--- src/rtl/pll_seq_pkg.sv ---
// Shared types and default timing for the cascaded PLL power-up sequencer.
// Default timing assumes the 50 MHz board clock.
package pll_seq_pkg;

  typedef enum logic [2:0] {
    IDLE      = 3'd0,
    HOLD      = 3'd1,
    WAIT_LOCK = 3'd2,
    STABLE    = 3'd3,
    RUN       = 3'd4,
    FAIL      = 3'd5
  } seq_state_e;

  localparam int DEF_N_STAGES      = 4;
  localparam int DEF_HOLD_CYCLES   = 500;    // 10 us
  localparam int DEF_LOCK_TIMEOUT  = 50000;  // 1 ms
  localparam int DEF_STABLE_CYCLES = 1000;
  localparam int DEF_MAX_RETRY     = 3;
  localparam int DEF_AUTO_START    = 1;

  // One shared timer is wide enough to hold the largest interval it measures.
  function automatic int timer_width(input int hold_c, input int lock_c, input int stable_c);
    int m;
    m = hold_c;
    if (lock_c > m) m = lock_c;
    if (stable_c > m) m = stable_c;
    return $clog2(m + 1);
  endfunction

endpackage

--- src/rtl/sync_vec.sv ---
// Two-flop synchronizer for a vector of independent asynchronous flags.
// Each bit is synchronized on its own; no coherency between bits is implied.
module sync_vec #(
  parameter int WIDTH = 4
) (
  input  logic             clk,
  input  logic             rst_n,
  input  logic [WIDTH-1:0] d,
  output logic [WIDTH-1:0] q
);

  logic [WIDTH-1:0] meta;

  // NOTE: sequential state uses non-blocking assignments so every flop samples pre-edge values.
  always_ff @(posedge clk or negedge rst_n) begin
    if (!rst_n) begin
      meta <= '0;
      q    <= '0;
    end else begin
      meta <= d;
      q    <= meta;
    end
  end

endmodule

--- src/rtl/pll_seq_ctrl.sv ---
// Power-up and recovery sequencer for a cascaded PLL chain: releases each stage's
// reset in order, waits for lock with timeout/retry, and re-sequences on lock loss.
module pll_seq_ctrl
  import pll_seq_pkg::*;
#(
  parameter int N_STAGES      = DEF_N_STAGES,
  parameter int HOLD_CYCLES   = DEF_HOLD_CYCLES,
  parameter int LOCK_TIMEOUT  = DEF_LOCK_TIMEOUT,
  parameter int STABLE_CYCLES = DEF_STABLE_CYCLES,
  parameter int MAX_RETRY     = DEF_MAX_RETRY,
  parameter int AUTO_START    = DEF_AUTO_START
) (
  input  logic                clk_50MHz,
  input  logic                rst,
  input  logic                start,
  input  logic [N_STAGES-1:0] pll_locked,
  output logic [N_STAGES-1:0] pll_rst,
  output logic [N_STAGES-1:0] stage_ready,
  output logic                all_ready,
  output logic                busy,
  output logic                err,
  output logic [1:0]          err_stage,
  output logic [1:0]          retry_cnt
);

  localparam int TW = timer_width(HOLD_CYCLES, LOCK_TIMEOUT, STABLE_CYCLES);
  localparam logic [TW-1:0] HOLD_LAST   = TW'(HOLD_CYCLES - 1);
  localparam logic [TW-1:0] LOCK_LAST   = TW'(LOCK_TIMEOUT - 1);
  localparam logic [TW-1:0] STABLE_LAST = TW'(STABLE_CYCLES - 1);
  localparam logic [1:0]    LAST_STAGE  = 2'(N_STAGES - 1);

  seq_state_e          state, state_n;
  logic [1:0]          k, k_n;
  logic [TW-1:0]       timer, timer_n;
  logic [1:0]          retry_n;
  logic [N_STAGES-1:0] pll_rst_n, ready_n;
  logic [N_STAGES-1:0] lk, loss, keep;
  logic [1:0]          loss_j;
  logic                sequencing;

  sync_vec #(.WIDTH(N_STAGES)) u_lock_sync (
    .clk   (clk_50MHz),
    .rst_n (rst),
    .d     (pll_locked),
    .q     (lk)
  );

  // NOTE: every always_comb output gets a default first, so no path can infer a latch.
  always_comb begin
    state_n   = state;
    k_n       = k;
    timer_n   = (timer == '1) ? timer : timer + 1'b1;
    retry_n   = retry_cnt;
    pll_rst_n = pll_rst;
    ready_n   = stage_ready;

    // An accepted stage that loses lock forces a restart from the lowest such stage.
    loss   = stage_ready & ~lk;
    loss_j = '0;
    for (int i = N_STAGES - 1; i >= 0; i--) begin
      if (loss[i]) loss_j = 2'(i);
    end
    for (int i = 0; i < N_STAGES; i++) begin
      keep[i] = (i < int'(loss_j));
    end
    sequencing = (state == HOLD) || (state == WAIT_LOCK) || (state == STABLE) || (state == RUN);

    if (sequencing && (|loss)) begin
      state_n   = HOLD;
      k_n       = loss_j;
      timer_n   = '0;
      retry_n   = '0;
      ready_n   = stage_ready & keep;
      pll_rst_n = pll_rst | ~keep;
    end else begin
      unique case (state)
        IDLE: begin
          if (start || (AUTO_START != 0)) begin
            state_n = HOLD;
            timer_n = '0;
          end
        end
        HOLD: begin
          if (timer == HOLD_LAST) begin
            pll_rst_n[k] = 1'b0;
            state_n      = WAIT_LOCK;
            timer_n      = '0;
          end
        end
        WAIT_LOCK: begin
          if (lk[k]) begin
            state_n = STABLE;
            timer_n = '0;
          end else if (timer == LOCK_LAST) begin
            pll_rst_n[k] = 1'b1;
            timer_n      = '0;
            if (retry_cnt == 2'(MAX_RETRY)) begin
              state_n = FAIL;
            end else begin
              retry_n = retry_cnt + 2'd1;
              state_n = HOLD;
            end
          end
        end
        STABLE: begin
          if (!lk[k]) begin
            state_n = WAIT_LOCK;
            timer_n = '0;
          end else if (timer == STABLE_LAST) begin
            ready_n[k] = 1'b1;
            retry_n    = '0;
            timer_n    = '0;
            if (k == LAST_STAGE) begin
              state_n = RUN;
            end else begin
              k_n     = k + 2'd1;
              state_n = HOLD;
            end
          end
        end
        RUN: begin
        end
        FAIL: begin
          ready_n = stage_ready & lk;
          if (start) begin
            state_n   = HOLD;
            k_n       = '0;
            timer_n   = '0;
            retry_n   = '0;
            ready_n   = '0;
            pll_rst_n = '1;
          end
        end
        default: state_n = IDLE;
      endcase
    end
  end

  always_ff @(posedge clk_50MHz or negedge rst) begin
    if (!rst) begin
      state       <= IDLE;
      k           <= '0;
      timer       <= '0;
      retry_cnt   <= '0;
      pll_rst     <= '1;
      stage_ready <= '0;
      all_ready   <= 1'b0;
      busy        <= 1'b0;
      err         <= 1'b0;
      err_stage   <= '0;
    end else begin
      state       <= state_n;
      k           <= k_n;
      timer       <= timer_n;
      retry_cnt   <= retry_n;
      pll_rst     <= pll_rst_n;
      stage_ready <= ready_n;
      all_ready   <= (state_n == RUN);
      busy        <= (state_n == HOLD) || (state_n == WAIT_LOCK) || (state_n == STABLE);
      err         <= (state_n == FAIL);
      err_stage   <= (state_n == FAIL) ? k_n : 2'd0;
    end
  end

endmodule

--- config.mk ---
export PLATFORM = sky130hd
export DESIGN_NAME = pll_seq_ctrl
export DESIGN_NICKNAME = d
export VERILOG_FILES = /design/src/rtl/pll_seq_pkg.sv /design/src/rtl/sync_vec.sv /design/src/rtl/pll_seq_ctrl.sv
export SDC_FILE = /design/constraint.sdc
export NUM_CORES = 1
export LEC_CHECK = 0
export ABC_AREA = 0
export BUFFER_PORTS_ARGS = -buffer_cell sky130_fd_sc_hd__buf_2
export CAP_MARGIN = 20
export CORE_UTILIZATION = 59
export CTS_CLUSTER_DIAMETER = 50
export DETAILED_ROUTE_END_ITERATION = 10
export PLACE_DENSITY_LB_ADDON = 0.15
export SETUP_SLACK_MARGIN = 0.15
export SLEW_MARGIN = 20
export SYNTH_ARGS = -nofsm -noshare
export SYNTH_HDL_FRONTEND = slang
export SYNTH_SLANG_ARGS = --single-unit
--- constraint.sdc ---
create_clock -name clk_50MHz -period 2.7 [get_ports clk_50MHz]
set_clock_uncertainty 0.2 [all_clocks]
set_input_delay 0 -clock clk_50MHz [delete_from_list [all_inputs] [get_ports clk_50MHz]]
set_output_delay 0 -clock clk_50MHz [all_outputs]
set_load 0.02 [all_outputs]
# Word level (Yosys, flattened, before mapping)
# Cells that the tools add are included.
# word_totals
latchBits	0
mem_count	0
ramBits	0
mem_bits_ro	0
input_bits	7
word_cells	121
output_inout_bits	15
ff_bits	44
# op_classes
n_lt_le_gt_ge	5
n_eq_ne	23
shifts	0
n_reduce_logical	15
add_sub_neg	3
n_mul	0
bitwise	10
muxes	53
div	0
# op_table
operator	count
16-bit 2-to-1 mux	8
16-bit case mux with 5 select lines	1
4-bit 2-to-1 mux	9
2-bit 2-to-1 mux	17
16-bit == test (second input constant)	2
3-bit 2-to-1 mux	9
3-bit case mux with 6 select lines	1
16-bit by 1-bit adder with 16-bit output (second input constant)	1
16-bit by 10-bit == test with 1-bit output (second input constant)	1
16-bit by 9-bit == test with 1-bit output (second input constant)	1
4-bit AND	3
3-bit by 2-bit == test with 1-bit output (second input constant)	4
3-bit == test (second input constant)	4
3-bit by 1-bit inequality test with 1-bit output (second input constant)	4
4-bit OR	3
4-bit case mux with 3 select lines	1
3-bit inequality test (second input constant)	3
4-bit inverter	2
4-bit case mux with 2 select lines	1
4-bit nonzero test	2
7-bit AND reduction	1
3-bit by 1-bit == test with 1-bit output (second input constant)	2
2-bit case mux with 3 select lines	1
1-bit logical OR	5
other kinds (18)	23

# Depth between registers and ports, before layout
# Gate-level depths: netlist of run 1.
# logic_depth
depth_word	10
ltp_mapped	7
depth_no_buf	6

# By module
# A second synthesis of run 1 with hierarchy kept.
# unflattened
hier_cells	281
hier_area_um2	2623.8
# by_module_without_submodules
mod	area_per_inst_um2	seq_area_each_um2	n_inst	cells_each
pll_seq_ctrl	2423.6	905.9	1	273
sync_vec	200.2	200.2	1	8

# Least setup slack after synthesis of run 1
# OpenSTA, ideal clock, no wires.
# synth_timing
kind	register to register
from	register stage_ready[1]
to	register err_stage[0]
t_required_ps	2396
setup_ps	104
arrival_ps	2045
path_stages_with_launch	6
setup_slack_ps	351
cell_sequence	dfrtp_1 and2b_1 or4b_4 buf_4 or4_4 a221oi_1
# synth_via
elab_chain_len	6
# synth_lines
element	line_no	source
from (decl)	pll_seq_ctrl.sv:18	output logic [N_STAGES-1:0] stage_ready,
from (signal assigned)	pll_seq_ctrl.sv:157	stage_ready <= ready_n;
4-bit AND (*)	pll_seq_ctrl.sv:58	loss = stage_ready & ~lk;
4-bit OR reduction	pll_seq_ctrl.sv:68	if (sequencing && (|loss)) begin
1-bit logical AND	pll_seq_ctrl.sv:68	
3-bit 2-to-1 mux	pll_seq_ctrl.sv:68	
3-bit == test	pll_seq_ctrl.sv:161	err_stage <= (state_n == FAIL) ? k_n : 2'd0;
2-bit 2-to-1 mux (*)	pll_seq_ctrl.sv:161	
to (signal assigned)	pll_seq_ctrl.sv:161	
to (decl)	pll_seq_ctrl.sv:22	output logic [1:0] err_stage,
# Mark *: on every way between the ends. The rest lies on a longest branch, timed or not.
# A chain may end at the register's enable or synchronous reset.

# Worst setup path after layout of run 1
# layout_timing
from	register timer[11]
to	register pll_rst[0]
# layout_via
elab_chain_len	3
# layout_lines
element	line_no	source
from (decl)	pll_seq_ctrl.sv:34	logic [TW-1:0] timer, timer_n;
from (signal assigned)	pll_seq_ctrl.sv:154	timer <= timer_n;
16-bit == test or 16-bit by 9-bit == test with 1-bit output (tied branches)	pll_seq_ctrl.sv:94, pll_seq_ctrl.sv:84	
3-bit by 1-bit inequality test with 1-bit output (no source line)	n/a	
5-bit AND reduction (no source line) (*)	n/a	
to (signal assigned)	pll_seq_ctrl.sv:156	pll_rst <= pll_rst_n;
to (decl)	pll_seq_ctrl.sv:17	output logic [N_STAGES-1:0] pll_rst,
# Marked as above.

==> reports/results.tsv, run 1 <==
metric	value	unit
outcome	completed	
ys_warn_count	0	
r2r_cells	5	
mostFrequentLayoutCell	dfrtp_1	
wl	5710	µm
cts.clk_slew.worst_paths	0.09	ns
firstDrtPassIters	4	
tightestPinTransition	0.717	ns
yosysUniqueCellTypes	64	
setup_viol	0	
place.gp.congestion	0.882	
cp.arrival	2.51	ns
drive_gt1_frac	0.217	
grt_pass1_vias	1974	
rrSetupSlack	0.23	ns
vias_per_cell	6.21	
grt_remaining_overflow	0	
finalNetCount	308	
fin_util	0.736	
die_height	67.2	µm
std_cell_rows	23	
yosysTopAreaCellShare	0.399	
r2r_start	timer[11]$_DFF_PN0_	
synth_fp_nets	271	
relSlewSlack	0.516	
track_usage	0.280	
clkLatencyLatePin	0.30	ns
syn_to_final_growth	18.2	%
wire_per_inst	16.3	µm
placed_cell_area	2700	µm²
die_w	67.2	µm
ys.flop_type	dfrtp_1	
path_max_fanout	7	
power_leakage	1.31	nW
num_vias	2174	
setup_tns	0	ns
ys_top_cells_by_area	dfrtp_1 40%, dfstp_2 4.2%, nand2_1 4.2%	
max_stage_delay	0.55	ns
synth_seq_cells	44	
cts_buffers	5	
powerDensity	567	nW/µm²
avgSynthCellArea	9.58	µm²
rsz0062_at_grt	true	
slew_viol_final	0	
dieArea	4520	µm²
tritoncts	yes	
synth_seq_area_share	0.441	
cpMaxStageDelayCell	or4_4	
root_buffer	clkbuf_8	
fmax	405	MHz
fin_crit_sh	0.914	
port-buffer-count	21	
fillCellCount	285	
drtIter0Drc	151	
r2r-end	pll_rst[0]$_DFFE_PN1P_	
grt_max_degree	45	
end_kind	flip-flop	
design_area	2970	µm²
drtAntennaViolNets	0	
initial_core_util	0.623	
crit_path_start_kind	flip-flop	
final_cell_mix	40 x dfrtp_1, 28 x nand2_1, 21 x nor2_1, 21 x buf_2	
clock_path_buffers	2	
htree_levels	2	
crit_path_cell_trace	or4_4, nor4_4, a211oi_2, nor4b_4, o221a_1	
required	2.74	ns
antenna_cells	0	
dp_hpwl	4090	µm
synth_edf_count	0	
synthCells	262	
drc	0	
critPathKind	reg2reg	
final-hold-violation-count	0	
cts_sinks	44	
yosysTopAreaCell	dfrtp_1	
ir_drop	0.000324	V
maxCapViolations	0	
ios	22	
min_period	2.47	ns
synthArstFlopShare	1.00	
core-area	4030	µm²
grt_pass1_wl	9340	µm
syn_area	2510	µm²
antenna_found_initial	0	
hp-class	in2async	
[state kept, by name, indices dropped and copies added (netlist names)]
name and flops:
all_ready 1, u_lock_sync.meta 4, stage_ready 4, state 3, u_lock_sync.q 4, k 2, busy 1, err_stage 2
err 1, retry_cnt 2, pll_rst 4, timer 16
[logic make-up (layout without fill, tap and decap cells)]
| group | Yosys count | count (layout) | synth area share |
|---|---|---|---|
| AO/OA/AOI/OAI | 57 | 57 | 0.163 |
| XOR/XNOR | 12 | 12 | 0.0419 |
| adder cells (fa/ha/maj) | 2 | 2 | 0.00997 |
| buffers and inverters | 19 | 57 | 0.0304 |
| flip-flops | 44 | 44 | 0.441 |
| multiplexers | 3 | 3 | 0.0169 |
| AND/OR/NAND/NOR | 125 | 125 | 0.297 |
[repair_timing]
item | in CTS | in global routing
endpoints found under the setup margin | 1 | 26
resized for setup | 0 | 8
pin swaps | 1 | 3
setup buffers | 0 | 4
endpoints found under the hold margin | 47 | 0
hold buffers | 6 | 0
cloned | 0 | 0
[metrics by stage]
stage / total power, mW / std cells / hold WS [ns] / setup WS, ns
2_1_floorplan: 1.03 / 262 / -0.496 / 0.351
3_3_place_gp: 1.13 / 331 / -0.0921 / 0.314
3_5_place_dp: 1.15 / 331 / -0.0902 / 0.196
4_1_cts: 1.67 / 345 / 0.127 / 0.152
5_1_grt: 1.78 / 350 / 0.0720 / 0.140
6_report: 1.68 / 350 / 0.00329 / 0.233
[worst max-delay path by stage]
stage / from / end / cells past startpoint
after detailed placement: timer[11]$_DFF_PN0_ / err_stage[1]$_DFF_PN0_ / 5
after global routing: timer[11]$_DFF_PN0_ / pll_rst[0]$_DFFE_PN1P_ / 5
final: timer[11]$_DFF_PN0_ / pll_rst[0]$_DFFE_PN1P_ / 5
after floorplan: stage_ready[1]$_DFFE_PN0P_ / err_stage[0]$_DFF_PN0_ / 5
after CTS: timer[11]$_DFF_PN0_ / err_stage[1]$_DFF_PN0_ / 5
after global placement: timer[11]$_DFF_PN0_ / err_stage[0]$_DFF_PN0_ / 5
[report_power, final]
part           total, mW  switching [mW]  internal (mW)
Clock              0.517           0.238          0.279
Sequential         0.820          0.0844          0.736
Combinational      0.344           0.187          0.156
Total               1.68           0.510           1.17
[layer usage]
metal | vias up | GRT usage | part of all wire
met3 | 11 | 0.0557 | 0.042
met4 | 0 | 0.112 | 0.024
li1 | 1050 | - | -
met1 | 1051 | 0.357 | 0.43
met5 | - | 0 | 0
met2 | 62 | 0.465 | 0.51
[final cells by class]
type | instances | area (µm²) | share of cell area
repair buffers | 40 | 283 | 0.0953
clock inverters | 3 | 46.3 | 0.0156
well taps | 50 | 62.6 | 0.0211
inverters | 9 | 33.8 | 0.0114
flip-flops and latches | 44 | 1110 | 0.373
clock buffers | 5 | 68.8 | 0.0232
multi-input cells | 199 | 1370 | 0.461
[critical path: cells and delay by family, from the launching register on]
kind | cells | cell delay [ns]
compound gates | 2 | 0.46
simple gates | 3 | 1.29
flops | 1 | 0.46
[cell usage after synthesis (2+ instances only)]
master / instances
inv_1: 9
ha_1: 2
o2111ai_1: 2
xnor2_1: 6
a211oi_1: 5
o211ai_1: 2
or4_1: 2
and2_1: 3
nor4_2: 2
a22oi_1: 3
o22ai_1: 2
mux2i_1: 2
o221a_1: 3
o21ai_0: 14
nand3b_1: 3
and3_1: 3
and3b_1: 2
nand2b_1: 5
nor2b_1: 7
nand4_1: 7
or3b_2: 2
dfrtp_1: 40
or4_4: 2
nor2_1: 21
nand2_1: 28
nor4_1: 6
nand3_1: 8
nor3_1: 8
dfstp_2: 4
or3_1: 3
a21oi_1: 9
clkbuf_1: 8
xor2_1: 6
and4_1: 3
(Power assumes the default switching activity.)
==> run 2, diff against run 1 <==
--- a/config.mk
+++ b/config.mk
@@ -5,10 +5,9 @@
 export SDC_FILE = /design/constraint.sdc
 export NUM_CORES = 1
 export LEC_CHECK = 0
-export ABC_AREA = 0
 export BUFFER_PORTS_ARGS = -buffer_cell sky130_fd_sc_hd__buf_2
 export CAP_MARGIN = 20
-export CORE_UTILIZATION = 59
+export CORE_UTILIZATION = 60
 export CTS_CLUSTER_DIAMETER = 50
 export DETAILED_ROUTE_END_ITERATION = 10
 export PLACE_DENSITY_LB_ADDON = 0.15
@@ -16,4 +15,5 @@
 export SLEW_MARGIN = 20
 export SYNTH_ARGS = -nofsm -noshare
 export SYNTH_HDL_FRONTEND = slang
+export SYNTH_HIERARCHICAL = 1
 export SYNTH_SLANG_ARGS = --single-unit
==> run 2 against run 1 <==
Flip-flop and latch count unchanged. Register-to-register slack improved by 0.09 ns. Power increased by 1.9%. Utilization decreased by 1.3 points. Critical path depth increased by 2. Maximum frequency increased by 3.9%. Via count increased by 8.6%. Count of clock-buffer cells in the layout increased by 1. Largest power group unchanged. First-iteration DRC count increased by 81%.
==> reports/results.tsv, run 2 <==
metric	value	unit	change
met2WireLength	2770	µm	-4.3%
yosysTopAreaCellShare	0.381		-0.0173
dieArea	4640	µm²	+2.7%
fin_hold_ws	0.140	ns	+0.137 ns
track_usage	0.303		+0.0226
final_cell_mix	40 x dfrtp_1, 26 x nor2_1, 21 x buf_2, 19 x o21ai_0, 18 x nand2_1		
path_max_fanout	16		+9
dp_hpwl	4430	µm	+8.3%
grt_max_degree	45		unchanged
clkLatencyLatePin	0.31	ns	about the same
clock_path_buffers	2		unchanged
min_period	2.37	ns	-0.0937 ns
synth_seq_cells	44		unchanged
ios	22		unchanged
hp-class	in2reg		
synth_edf_count	0		unchanged
syn_area	2620	µm²	+4.5%
powerDensity	580	nW/µm²	+2.3%
wl	6330	µm	+11%
die_height	68.1	µm	+1.3%
synth_seq_area_share	0.422		-0.0191
yosysUniqueCellTypes	61		-4.7%
design_area	2950	µm²	-0.42%
port-buffer-count	21		unchanged
setup_viol	0		unchanged
core-area	4090	µm²	+1.4%
cts.clk_slew.worst_paths	0.08	ns	about the same
fmax	421	MHz	+3.9%
synth_common_cells	40 x dfrtp_1, 26 x nor2_1, 19 x o21ai_0		
grt_remaining_overflow	0		unchanged
tritoncts	yes		
ys.flop_type	dfrtp_1		
required	2.68	ns	-0.06 ns
ys_warn_count	6		+6
cp.arrival	2.35	ns	-0.16 ns
crit_path_start_kind	flip-flop		
final_cells	363		+3.7%
ys_top_cells_by_area	dfrtp_1 38%, xor2_1 4.3%, dfstp_2 4.0%		
maxCapViolations	0		unchanged
syn_to_final_growth	12.6	%	
fin_crit_sh	0.879		-0.0347
drtIter0Drc	274		+81%
vias_per_cell	6.51		+4.8%
slew_viol_final	0		unchanged
drtAntennaViolNets	0		unchanged
drc	0		unchanged
cts_buffers	5		unchanged
multi_input_area	1420	µm²	+3.6%
largest_register_ffs	16		unchanged
grt_pass1_vias	2096		+6.2%
tightestPinTransition	0.941	ns	+0.224 ns
power_leakage	1.31	nW	+0.59%
firstDrtPassIters	5		+1
avgSynthCellArea	9.34	µm²	-2.5%
setup_slack	0.327	ns	+0.0937 ns
yosysTopAreaCell	dfrtp_1		
root_buffer	clkbuf_8		
dp_worst_setup_slack	0.323	ns	+0.127 ns
met1_length	2940	µm	+20%
place.gp.congestion	1.04		+18%
antenna_found_initial	0		unchanged
mostFrequentLayoutCell	dfrtp_1		
post-place-cells	349		+5.4%
relSlewSlack	0.373		-0.143
cts_sinks	44		unchanged
fin_util	0.723		-0.0134
synthCells	281		+7.3%
outcome	completed		
die_w	68.1	µm	+1.3%
placed_cell_area	2800	µm²	+3.7%
htree_levels	2		unchanged
setup_tns	0	ns	unchanged
synth.most_common_cell	dfrtp_1		
synthArstFlopShare	1.00		unchanged
synth_fp_nets	290		+7.0%
std_cell_rows	23		unchanged
fillCellCount	321		+13%
ir_drop	0.000447	V	+38%
seqCellArea	1110	µm²	unchanged
final-hold-violation-count	0		unchanged
regMostFlops	timer		
grt_pass1_wl	10200	µm	+9.2%
dr_wl_met3	548	µm	+130%
finalNetCount	321		+4.2%
initial_core_util	0.642		+0.0191
critPathKind	reg2reg		
antenna_cells	0		unchanged
rsz0062_at_grt	false		
drive_gt1_frac	0.176		-0.0409
top_layer	met4		
end_kind	flip-flop		
wire_per_inst	17.4	µm	+6.9%
total_power	1.71	mW	+1.9%
num_vias	2362		+8.6%
run 2: changes by cell type after synthesis, sizes merged, moves of 5 or more:
| cell | delta |
|---|---|
| nand2 | -10 |
| a21oi | +7 |
| xor2 | +7 |
| nor2 | +6 |
| o21ai | +6 |
| a211oi | -5 |
| inv | +5 |
run 2: repair_timing:
action                                  CTS  global route
gates resized for setup                   0             3
hold buffers                              6             0
hold endpoints to repair                 46             0
buffers inserted                          0             0
endpoints found under the setup margin    0             4
run 2: kinds of logic after synthesis:
| family | share of synthesized area |
|---|---|
| multiplexers | 0.00858 |
| buffers and inverters | 0.0443 |
| flip-flops | 0.422 |
| AO/OA/AOI/OAI | 0.209 |
| AND/OR/NAND/NOR | 0.257 |
| adder cells (fa/ha/maj) | 0.00954 |
| XOR/XNOR | 0.0501 |
run 2: area by class of cell:
type | instances | area share
clock buffers | 6 | 0.0246
clock inverters | 2 | 0.00424
inverters | 14 | 0.0178
multi-input cells | 211 | 0.479
flip-flops and latches | 44 | 0.374
well taps | 50 | 0.0212
repair buffers | 36 | 0.0788
run 2: where the power goes:
part / internal [mW] / switching, mW
Clock: 0.181 / 0.224
Sequential: 0.720 / 0.0668
Combinational: 0.202 / 0.318
Total: 1.10 / 0.609
run 2: layer usage:
| layer | vias up | global-route usage |
|---|---|---|
| met5 | - | 0 |
| met3 | 8 | 0.0750 |
| li1 | 1100 | - |
| met2 | 149 | 0.426 |
| met4 | 0 | 0.0885 |
| met1 | 1105 | 0.455 |
run 2: path summary, 6_finish.rpt:
kind | startpoint | end | slack (ns) | depth (start not counted)
worst max-delay path | timer[0]$_DFF_PN0_ | timer[2]$_DFF_PN0_ | 0.33 | 7
worst min-delay path | pll_locked[0] | u_lock_sync/meta[0]$_DFF_PN0_ | 0.14 | 2
worst max register to register | timer[0]$_DFF_PN0_ | timer[2]$_DFF_PN0_ | 0.33 | 7
worst min register to register | u_lock_sync/meta[2]$_DFF_PN0_ | u_lock_sync/q[2]$_DFF_PN0_ | 0.15 | 0
max in group asynchronous | rst | timer[5]$_DFF_PN0_ | 1.53 | 2
min in group asynchronous | rst | timer[12]$_DFF_PN0_ | 0.17 | 2
run 2: critical path, cell delays in order (launching register included):
cell and delay, ns:
dfrtp_1 0.39, ha_1 0.22, nor4b_4 0.30, and4_2 0.38
nor2_2 0.08, o41ai_4 0.33, buf_4 0.27, nor2_1 0.08
